===== src/rtl/fu_pkg.sv =====
// rtl/fu_pkg.sv - shared types and helpers for the scoreboard forwarding unit
package fu_pkg;

  localparam int FU_REG_W = 5;
  localparam int FU_LAT_W = 2;

  typedef struct packed {
    logic                valid;
    logic                wen;
    logic [FU_REG_W-1:0] dest;
    logic [FU_LAT_W-1:0] rdy_cnt;
  } sb_entry_t;

  typedef enum logic [FU_LAT_W-1:0] {
    LAT_ALU  = FU_LAT_W'(1),
    LAT_LOAD = FU_LAT_W'(2),
    LAT_MUL  = FU_LAT_W'(3)
  } lat_class_t;

  // Select width: value 0 means regfile, 1..nstages name a scoreboard position.
  function automatic int sel_w(input int nstages);
    return (nstages < 1) ? 1 : $clog2(nstages + 1);
  endfunction

  function automatic sb_entry_t sb_age(input sb_entry_t e);
    sb_entry_t r;
    r = e;
    if (r.rdy_cnt != '0) r.rdy_cnt = r.rdy_cnt - 1'b1;
    return r;
  endfunction

endpackage


===== src/rtl/fu_src_match.sv =====
// rtl/fu_src_match.sv - youngest-producer scan for one decode source operand
module fu_src_match
  import fu_pkg::*;
#(
  parameter int NSTAGES = 3,
  parameter int REG_W   = FU_REG_W,
  parameter int SEL_W   = sel_w(NSTAGES),
  parameter int FWD_EN  = 1
) (
  input  sb_entry_t [NSTAGES:1] sb,
  input  logic [REG_W-1:0]      src,
  input  logic                  ren,
  output logic [SEL_W-1:0]      sel,
  output logic                  hazard
);

  logic found;

  // Position 1 is scanned first, so the youngest matching producer wins.
  always_comb begin
    sel    = '0;
    hazard = 1'b0;
    found  = 1'b0;
    for (int i = 1; i <= NSTAGES; i++) begin
      if (!found && ren && (src != '0) && sb[i].valid && sb[i].wen &&
          (sb[i].dest == src)) begin
        found = 1'b1;
        if ((FWD_EN != 0) && (sb[i].rdy_cnt == '0)) sel = SEL_W'(i);
        else hazard = 1'b1;
      end
    end
  end

endmodule


===== src/rtl/scoreboard_forward_unit.sv =====
// rtl/scoreboard_forward_unit.sv - in-flight destination scoreboard with operand forwarding and decode stall
module scoreboard_forward_unit
  import fu_pkg::*;
#(
  parameter int NSTAGES = 3,
  parameter int NSRC    = 2,
  parameter int REG_W   = FU_REG_W,
  parameter int LAT_W   = FU_LAT_W,
  parameter int FWD_EN  = 1,
  parameter int FLUSH_N = 1,
  parameter int CNT_W   = 16
) (
  input  logic                             CLK,
  input  logic                             RST,
  input  logic                             pipe_en,
  input  logic                             flush,
  input  logic                             dec_valid,
  input  logic                             dec_wen,
  input  logic [REG_W-1:0]                 dec_dest,
  input  logic [LAT_W-1:0]                 dec_lat,
  input  logic [NSRC*REG_W-1:0]            src_reg,
  input  logic [NSRC-1:0]                  src_ren,
  output logic [NSRC*sel_w(NSTAGES)-1:0]   fwd_sel,
  output logic                             stall_dec,
  output logic [NSRC-1:0]                  hazard_src,
  output logic [CNT_W-1:0]                 stall_cycles
);

  localparam int SEL_W = sel_w(NSTAGES);

  sb_entry_t [NSTAGES:1] sb;
  sb_entry_t             dec_entry;

  for (genvar s = 0; s < NSRC; s++) begin : g_src
    fu_src_match #(
      .NSTAGES (NSTAGES),
      .REG_W   (REG_W),
      .SEL_W   (SEL_W),
      .FWD_EN  (FWD_EN)
    ) u_match (
      .sb     (sb),
      .src    (src_reg[s*REG_W +: REG_W]),
      .ren    (src_ren[s]),
      .sel    (fwd_sel[s*SEL_W +: SEL_W]),
      .hazard (hazard_src[s])
    );
  end

  assign stall_dec = dec_valid & (|hazard_src);

  // A latency of 0 is treated as a single-cycle producer.
  always_comb begin
    dec_entry         = '0;
    dec_entry.valid   = 1'b1;
    dec_entry.wen     = dec_wen;
    dec_entry.dest    = dec_dest;
    dec_entry.rdy_cnt = (dec_lat == '0) ? '0 : dec_lat - 1'b1;
  end

  always_ff @(posedge CLK) begin
    if (RST) begin
      for (int i = 1; i <= NSTAGES; i++) sb[i] <= '0;
      stall_cycles <= '0;
    end else if (pipe_en) begin
      // Younger positions than FLUSH_N belong to squashed instructions.
      for (int i = NSTAGES; i >= 2; i--) begin
        if (flush && ((i - 1) < FLUSH_N)) sb[i] <= '0;
        else sb[i] <= sb_age(sb[i-1]);
      end
      if (dec_valid && !stall_dec && !flush) sb[1] <= dec_entry;
      else sb[1] <= '0;
      if (stall_dec && (stall_cycles != {CNT_W{1'b1}}))
        stall_cycles <= stall_cycles + 1'b1;
    end
  end

endmodule


===== config.mk =====
export PLATFORM = sky130hd
export DESIGN_NAME = scoreboard_forward_unit
export DESIGN_NICKNAME = d
export VERILOG_FILES = /design/src/rtl/fu_pkg.sv /design/src/rtl/fu_src_match.sv /design/src/rtl/scoreboard_forward_unit.sv
export SDC_FILE = /design/constraint.sdc
export NUM_CORES = 1
export LEC_CHECK = 0
export CORE_UTILIZATION = 55
export CTS_CLUSTER_SIZE = 24
export DETAILED_ROUTE_END_ITERATION = 8
export HOLD_SLACK_MARGIN = 0.02
export MAX_ROUTING_LAYER = met4
export PLACE_DENSITY = 0.94
export SETUP_SLACK_MARGIN = 0.15
export SLEW_MARGIN = 20
export SYNTH_ARGS = -nofsm -noshare
export SYNTH_HDL_FRONTEND = slang
export SYNTH_SLANG_ARGS = --single-unit

===== constraint.sdc =====
create_clock -name CLK -period 6.45 [get_ports CLK]
set_input_delay 0.9675 -clock CLK [delete_from_list [all_inputs] [get_ports CLK]]
set_output_delay 0.9675 -clock CLK [all_outputs]
set_load 0.005 [all_outputs]

==> qor.csv, run 1 <==
stage;metric;value;unit
synthesis;synth_fp_nets;298;
power;p_per_area;173;nW/um2
synthesis;yosysWarnings;0;
finish;instances_no_fill;365;
sta;hold_viol_final;0;
cts;root_buffer;clkbuf_8;
detailed_routing;wl;5550;um
sta;skew;0.00354;ns
cts;cts.sinks;43;
cts;post_cts_buffers;0;
cts;cts_hold_buf;0;
power;p_clk_frac;0.364;
detailed_routing;drtIter0Drc;150;
detailed_routing;wl_per_cell;15.2;um
synthesis;postSynthAreaPerCell;8.63;um2
grt;antenna_found_initial;0;
worst_setup_path;cp.required;5.48;ns
cts;insertion_delay;0.29;ns
synthesis;ys_seq_area_frac;0.367;
finish;layout_commonest_cell;clkdlybuf4s50_1;
detailed_routing;drt_pre_antenna_iters;4;
grt;grt_max_degree;50;
worst_setup_path;worst_path_most_repeated_cell;clkdlybuf4s50_1;
placement;place_area;2830;um2
placement;place_congestion;0.933;
placement;dp.cells;357;
finish;drive_gt1_frac;0.0667;
worst_setup_path;path_max_fanout;34;
synthesis;synthFlopType;dfxtp_1;
die;die_h;67.3;um
worst_setup_path;max_stage_delay;0.56;ns
die;die_w;67.3;um
placement;portBuffers;47;
power;irDropWorstVdd;0.106;mV
placement;dpl.hpwl;4100;um
finish;design_area;2920;um2
synthesis;ys_seq_elements;43;
cts;cts_max_level;2;
detailed_routing;drc;0;
die;pin_count;48;
grt;grt_pass1_vias;1983;
worst_setup_path;path_buf_inv;3;
sta;fmax;0.221;GHz
synthesis;yosys.cell_types.count;47;
cts;cts_buffer_depth;2;
worst_setup_path;cp-start-kind;input port;
die;start_util;0.579;
power;p_switching;0.115;mW
worst_setup_path;crit_arrival;3.55;ns
synthesis;async_reset_ff_frac;0;
power;combinationalPowerShare;0.100;
cts;numCtsBuffers;5;
sta;tightest_slew;0.639;ns
finish;multiInputGateArea;1410;um2
synthesis;syn_area;2350;um2
synthesis;synth-edff-count;0;
sta;max-slew-margin-rel;0.573;
job;cap_violations;0;
power;power_frac_seq;0.535;
finish;layout.area.seq;861;um2
sta;slew_viol_final;0;
worst_setup_path;slowest_stage;or4_1;
power;switching_share;0.227;
finish;final_cell_mix;clkdlybuf4s50_1, dfxtp_1, nor2_1;
power;leakage;1.04;nW
worst_setup_path;crit_path_end_kind;output port;
die;rows;23;
sta;setup_tns;0;ns
power;internal-power;0.390;mW
worst_setup_path;critical_path.cell_chain;clkdlybuf4s50_1 > or4_1 > o21ai_0 > a31o_2 > a31oi_2 > a21oi_2 > buf_4 > nor2b_1 > clkdlybuf4s50_1;
die;die_area;4540;um2
grt;grt_overflow;0;
finish;fin_util;0.720;
finish;area_growth_syn_to_layout;24.4;%
cts;cts_resized;0;
detailed_routing;antenna_left;0;
die;core_area;4060;um2
grt;grt_pass1_wl;8780;um
synthesis;synthCells;272;
finish;finalNetCount;340;
worst_setup_path;crit_type;input port to output port;
sta;rsz0062_at_grt;no;
grt;grt_util_all_layers;0.267;
cts;tritoncts;built;
detailed_routing;via_per_inst;5.96;
sta;finalCriticalPeriod;4.52;ns
outcome;status;completed;
sta;post-route-period-util;0.701;
finish;nFillCells;310;
detailed_routing;routed-via-count;2176;
worst_setup_path;path_delay_family;buffers and inverters;
finish;antenna_cells;0;
hold_path;hp-class;register to register;
sta;setup_viol;0;
cts;clkTransAtPathRegs;0.08;ns
-- final cells by class --
cell class	instances	area share
multi-input combinational	212	0.481
sequential	43	0.295
timing repair buffer	49	0.164
clock buffer	8	0.0343
tap	50	0.0214
inverter	3	0.00385
-- power by group through the flow --
stage	logic (mW)	clock network, mW	registers [mW]
after global placement	0.0500	0	0.276
after CTS	0.0511	0.190	0.270
after detailed placement	0.0508	0	0.276
after global routing	0.0543	0.201	0.271
after floorplan	0.0265	0	0.276
final	0.0506	0.184	0.270
-- sequential cells by signal (all words and copies together), names as in the netlist --
register and count:
sb 27, stall_cycles 16
-- cell usage after synthesis, drive strengths merged (3+ instances only) --
cell,number,share of area
nand2b,4,0.011
nor2b,8,0.021
nand3,10,0.021
clkbuf,5,0.0080
xnor2,11,0.041
nor4,4,0.013
or4,9,0.029
nand2,17,0.027
mux2,6,0.029
a32oi,6,0.022
nor3,7,0.015
a21oi,20,0.044
and2,3,0.0080
xor2,19,0.071
a31oi,3,0.011
mux2i,15,0.064
buf,9,0.022
o21ai,3,0.0064
dfxtp,43,0.37
nand4,5,0.013
o31ai,7,0.022
nor2,34,0.054
-- routing by layer --
layer,up-vias,GRT usage,wire length (um)
met5,-,-,0
met4,0,0.146,109
met3,10,0.0372,188
met2,51,0.433,2790
met1,1050,0.317,2460
li1,1065,-,-
-- stage by stage --
stage          setup slack [ns]  hold slack (ns)  power, mW
2_1_floorplan              2.97            0.454      0.302
3_3_place_gp               2.02            0.471      0.326
3_5_place_dp               1.97            0.488      0.327
4_1_cts                    1.95            0.500      0.511
5_1_grt                    1.82            0.518      0.526
6_report                   1.93            0.495      0.505
-- tightest hold or removal path: stages (launching register included) --
cell and delay [ns]:
dfxtp_1 0.33, nand2_1 0.07, a21oi_1 0.05
-- final timing paths --
check | start | cells past startpoint | slack (ns) | to
worst max-delay path | src_reg[1] | 9 | 1.93 | stall_dec
worst min-delay path | sb[19] | 2 | 0.50 | sb[19]
worst max register to register | stall_cycles[4] | 7 | 3.80 | stall_cycles[13]
worst min register to register | sb[19] | 2 | 0.50 | sb[19]
-- cells by family after synthesis --
family                     after synthesis  share of synthesized area
and+or+nand+nor                        114                      0.257
DFF                                     43                      0.367
muxes                                   21                     0.0927
AOI/OAI and AO/OA                       46                      0.132
adders and majority gates                1                    0.00533
buffers and inverters                   17                     0.0346
xor gates and xnor gates                30                      0.112
Note: power is estimated with default switching activity, not from simulation.
==> run 2, diff against run 1 <==
Settings changed: CORE_UTILIZATION 55 to 51, PLACE_DENSITY 0.94 to 0.88.
Clock period 6.45 ns to 4.65 ns, I/O delays scaled along.
==> run 2 against run 1 <==
Compared with the run above:
- register-to-register slack lost 1.8 ns
- clock skew grew 0.010 ns
- first-iteration DRC count grew 14%
==> qor.csv, run 2 (synthesis gave the netlist of run 1 again) <==
stage;metric;value;unit;change
outcome;status;completed;;
detailed_routing;drt_pre_antenna_iters;5;;+1
cts;clkTransAtPathRegs;0.09;ns;about the same
worst_setup_path;max_stage_delay;0.52;ns;-0.04 ns
die;die_w;69.9;um;+3.7%
finish;largest_reg_flops;27;;unchanged
sta;setup_slack;0.934;ns;-0.994 ns
sta;finalCriticalPeriod;3.72;ns;
grt;grt_util_all_layers;0.243;;-0.0233
detailed_routing;antenna_left;0;;unchanged
sta;tightest_slew;0.616;ns;-0.0232 ns
finish;final_cell_mix;clkdlybuf4s50_1, dfxtp_1, nor2_1;;
sta;max-slew-margin-rel;0.588;;+0.0155
sta;slew_viol_final;0;;unchanged
grt;grt_pass1_vias;2000;;+0.86%
die;start_util;0.536;;-0.0431
detailed_routing;wl_per_cell;15.5;um;+1.8%
die;die_h;69.9;um;+3.7%
cts;cts_resized;0;;unchanged
finish;finalNetCount;341;;+0.29%
cts;tritoncts;built;;
sta;hold_viol_final;0;;unchanged
job;cap_violations;0;;unchanged
cts;cts.sinks;43;;unchanged
power;leakage;1.05;nW;+1.1%
placement;portBuffers;47;;unchanged
die;core_area;4380;um2;+8.0%
worst_setup_path;slowest_stage;clkdlybuf4s50_1;;
die;pin_count;48;;unchanged
sta;skew;0.0137;ns;+0.0102 ns
finish;layout_commonest_cell;clkdlybuf4s50_1;;
finish;top_register;sb;;
grt;antenna_found_initial;0;;unchanged
cts;cts_max_level;2;;unchanged
placement;place_congestion;0.928;;-0.56%
finish;antenna_cells;0;;unchanged
worst_setup_path;cp.required;3.95;ns;-1.53 ns
hold_path;hp-class;register to register;;
sta;fmax;0.269;GHz;
worst_setup_path;crit_path_end_kind;output port;;
cts;insertion_delay;0.31;ns;+0.02 ns
worst_setup_path;cp-start-kind;input port;;
cts;root_buffer;clkbuf_8;;
finish;layout.area.seq;861;um2;unchanged
power;p_per_area;252;nW/um2;+46%
sta;rsz0062_at_grt;no;;
grt;grt_pass1_wl;9360;um;+6.7%
die;die_area;4880;um2;+7.6%
worst_setup_path;critical_path.cell_chain;clkdlybuf4s50_1 > xor2_1 > nor4_2 > nand4_1 > a31oi_2 > a21oi_2 > nor2b_1 > clkdlybuf4s50_1;;
sta;setup_viol;0;;unchanged
finish;area_growth_syn_to_layout;25.4;%;
detailed_routing;routed-via-count;2203;;+1.2%
placement;dpl.hpwl;4080;um;-0.56%
detailed_routing;wl;5700;um;+2.7%
detailed_routing;drtIter0Drc;171;;+14%
finish;design_area;2940;um2;+0.77%
cts;post_cts_buffers;0;;unchanged
finish;drive_gt1_frac;0.0728;;+0.00612
sta;whs;0.487;ns;-0.00845 ns
placement;dp_slack;0.961;ns;-1.01 ns
grt;grt_max_degree;35;;-30%
detailed_routing;via_per_inst;5.99;;+0.42%
worst_setup_path;path_max_fanout;4;;-88%
sta;post-route-period-util;0.799;;
sta;setup_tns;0;ns;unchanged
power;irDropWorstVdd;0.265;mV;+150%
cts;numCtsBuffers;5;;unchanged
worst_setup_path;worst_path_most_repeated_cell;clkdlybuf4s50_1;;
worst_setup_path;crit_type;input port to output port;;
worst_setup_path;crit_arrival;3.02;ns;-0.53 ns
die;rows;24;;+4.3%
cts;cts_buffer_depth;2;;unchanged
finish;top_regs;sb x27, stall_cycles x16;;
grt;grt_overflow;0;;unchanged
finish;nFillCells;360;;+16%
finish;multiInputGateArea;1410;um2;unchanged
cts;cts_hold_buf;0;;unchanged
detailed_routing;drc;0;;unchanged
placement;place_area;2840;um2;+0.35%
[run 2: changes by cell type in the layout (fill, tap and decap cells not counted)]
cell / previous run / this run
bufinv_16: 0 / 1
clkinv_4: 0 / 1
clkbuf_8: 7 / 5
buf_4: 2 / 3
clkbuf_1: 1 / 0
clkinv_2: 0 / 1
[run 2: stage by stage]
stage          total power, mW  utilization  cells
3_5_place_dp             0.454        0.647    360
4_1_cts                  0.745        0.673    368
5_1_grt                  0.765        0.672    368
6_report                 0.743        0.672    368
3_3_place_gp             0.453        0.647    360
2_1_floorplan            0.419            -    272
[run 2: where the power goes]
part	internal, mW	switching, mW	total, mW
clock network	0.160	0.137	0.297
registers	0.371	0.00432	0.375
logic	0.0349	0.0358	0.0708
total	0.566	0.177	0.743
[run 2: metal layers]
metal	vias up	track usage	share of wire
met1	1064	0.314	0.46
met5	-	-	0
met2	63	0.387	0.49
met4	0	0.0756	0.014
met3	8	0.0476	0.044
li1	1068	-	-
[run 2: final cells by class]
type / count / share of cell area
clock buffer: 5 / 0.0234
clock inverter: 3 / 0.0149
inverter: 3 / 0.00382
multi-input combinational: 212 / 0.478
sequential: 43 / 0.292
tap: 52 / 0.0221
timing repair buffer: 50 / 0.166
[run 2: path summary, 6_finish.rpt]
path	startpoint	endpoint	slack, ns	cells past startpoint
worst min register to register	sb[19]	sb[19]	0.49	2
worst max register to register	sb[6]	stall_cycles[11]	2.00	8
worst min-delay path	sb[19]	sb[19]	0.49	2
worst max-delay path	src_reg[4]	stall_dec	0.93	8
[run 2: worst max-delay path, delay by kind of cell]
kind,cells,cell delay [ns]
buffers and inverters,2,1.03
xor gates and xnor gates,1,0.20
and+or+nand+nor,3,0.78
AOI/OAI and AO/OA,2,0.31
==> run 3, diff against run 2 <==
Settings changed: CORE_UTILIZATION 51 to 46, PLACE_DENSITY 0.88 to 0.85.
Clock period 4.65 ns to 3.1 ns, I/O delays scaled along.
==> run 3 against run 2 <==
Compared with the run above:
- clock power is 73% higher
- clock skew is 0.0083 ns lower
- highest routed layer unchanged
- die area is 11% higher
- critical endpoint is now fwd_sel[3]
- routed wire length is 7.4% higher
- non-clock buffer count is 18 higher
- largest cell class unchanged
==> qor.csv, run 3 (synthesis gave the netlist of run 1 again) <==
stage;metric;value;unit;change
outcome;status;completed;;
die;core_area;4820;um2;+9.9%
detailed_routing;drtIter0Drc;161;;-5.8%
finish;antenna_cells;0;;unchanged
detailed_routing;antenna_left;0;;unchanged
sta;whs;0.492;ns;+0.00571 ns
cts;numCtsBuffers;5;;unchanged
power;power;1.20;mW;+61%
placement;dp_slack;-0.0771;ns;-1.04 ns
finish;fin_util;0.658;;-0.0136
power;p_clk_frac;0.429;;+0.029
finish;layout_commonest_cell;dfxtp_1;;
worst_setup_path;crit_arrival;2.45;ns;-0.57 ns
cts;cts_buffer_depth;2;;unchanged
finish;largest_reg_flops;27;;unchanged
die;die_area;5390;um2;+11%
die;rows;25;;+4.2%
placement;dp.cells;391;;+8.6%
worst_setup_path;crit_path_start;src_reg[9];;
grt;grt_util_all_layers;0.244;;+0.000732
die;die_w;73.5;um;+5.1%
sta;setup_viol;0;;unchanged
detailed_routing;routed-via-count;2296;;+4.2%
sta;rsz0062_at_grt;yes;;
finish;final_cell_mix;dfxtp_1, clkdlybuf4s50_1, nor2_1;;
power;combinationalPowerShare;0.100;;+0.005
grt;grt_max_degree;25;;-29%
cts;cts_max_level;2;;unchanged
hold_path;hold_depth;2;;unchanged
grt;grt_pass1_vias;2172;;+8.6%
power;p_per_area;377;nW/um2;+49%
detailed_routing;wl;6120;um;+7.4%
finish;area_growth_syn_to_layout;34.9;%;
hold_path;hp-class;register to register;;
finish;top_regs;sb x27, stall_cycles x16;;
cts;cts.sinks;43;;unchanged
sta;slew_viol_final;0;;unchanged
job;cap_violations;0;;unchanged
power;p_switching;0.260;mW;+46%
placement;portBuffers;47;;unchanged
sta;setup_slack;0.183;ns;-0.751 ns
sta;fmax;0.343;GHz;
cts;cts_hold_buf;0;;unchanged
sta;tightest_slew;0.843;ns;+0.227 ns
finish;top_register;sb;;
finish;drive_gt1_frac;0.153;;+0.0799
worst_setup_path;critical_path.cell_chain;dlygate4sd2_1 > xor2_1 > nor3_2 > and2_4 > nor4_2 > a21oi_1 > nor3_1 > clkdlybuf4s50_1;;
detailed_routing;via_per_inst;5.73;;-4.4%
grt;grt_pass1_wl;9850;um;+5.2%
detailed_routing;wl_per_cell;15.3;um;-1.4%
worst_setup_path;cp-start-kind;input port;;
grt;antenna_found_initial;0;;unchanged
sta;post-route-period-util;0.941;;
cts;tritoncts;built;;
cts;clkTransAtPathRegs;0.08;ns;about the same
die;die_h;73.5;um;+5.1%
sta;finalCriticalPeriod;2.92;ns;
worst_setup_path;slowest_stage;clkdlybuf4s50_1;;
worst_setup_path;crit_path_end_kind;output port;;
power;internal-power;0.936;mW;+65%
worst_setup_path;reg2reg_slack;0.39;ns;-1.61 ns
power;irDropWorstVdd;0.258;mV;-2.3%
die;pin_count;48;;unchanged
cts;root_buffer;clkbuf_8;;
sta;skew;0.00538;ns;-0.00833 ns
power;power_frac_seq;0.471;;-0.034
cts;insertion_delay;0.29;ns;-0.02 ns
worst_setup_path;timing.rr.end;stall_cycles[13];;
power;leakage;1.19;nW;+12%
worst_setup_path;reg2reg_from;stall_cycles[4];;
worst_setup_path;max_stage_delay;0.55;ns;+0.03 ns
die;start_util;0.488;;-0.0481
worst_setup_path;cp-endpoint;fwd_sel[3];;
worst_setup_path;path_max_fanout;4;;unchanged
finish;finalNetCount;359;;+5.3%
finish;nFillCells;399;;+11%
worst_setup_path;crit_type;input port to output port;;
grt;grt_overflow;0;;unchanged
placement;dpl.hpwl;4330;um;+6.2%
finish;instances_no_fill;401;;+9.0%
placement;place_congestion;0.894;;-3.7%
power;switching_share;0.217;;-0.0214
worst_setup_path;reg2reg_depth;7;;-1
sta;max-slew-margin-rel;0.436;;-0.152
worst_setup_path;cp.required;2.63;ns;-1.32 ns
detailed_routing;drc;0;;unchanged
detailed_routing;drt_pre_antenna_iters;5;;unchanged
sta;hold_viol_final;0;;unchanged
## run 3: stage by stage
step	TNS, ns	instance area, um2
finish	0	3170
global route	0	3170
CTS	0	3140
detailed placement	-0.195	2980
global placement	-0.0586	2980
floorplan	0	2350
## run 3: worst min-delay path by stage
stage / startpoint / to
after floorplan: sb[19] / sb[19]
after global placement: sb[19] / sb[19]
after detailed placement: sb[19] / sb[19]
after CTS: sb[19] / sb[19]
after global routing: sb[19] / sb[19]
final: sb[19] / sb[19]
## run 3: repair_timing
action                     CTS  global route
resized for setup           18            10
setup buffers                1             1
pin swaps                    2             5
setup endpoints to repair    7             5
## run 3: power groups by stage
stage	combinational, mW	sequential [mW]	clock (mW)
2_1_floorplan	0.0551	0.573	0
3_3_place_gp	0.115	0.575	0
3_5_place_dp	0.117	0.576	0
4_1_cts	0.117	0.563	0.518
5_1_grt	0.128	0.564	0.545
6_report	0.120	0.563	0.513
## run 3: final cells by class
class / instances / area [um2] / area share
clock inverter: 3 / 67.6 / 0.0213
inverter: 3 / 11.3 / 0.00355
clock buffer: 5 / 68.8 / 0.0217
timing repair buffer: 68 / 616 / 0.194
tap: 67 / 83.8 / 0.0265
sequential: 43 / 862 / 0.272
multi-input combinational: 212 / 1460 / 0.461
## run 3: worst max-delay path: cells and delay by family
kind	cells	cell delay, ns
and+or+nand+nor	4	0.79
buffers and inverters	2	0.88
AOI/OAI and AO/OA	1	0.07
xor gates and xnor gates	1	0.25
## run 3: metal layers
layer / GRT usage / vias to the layer above / share of wire
li1: - / 1103 / -
met1: 0.290 / 1100 / 0.43
met2: 0.400 / 78 / 0.50
met3: 0.0521 / 15 / 0.045
met4: 0.100 / 0 / 0.017
met5: - / - / 0
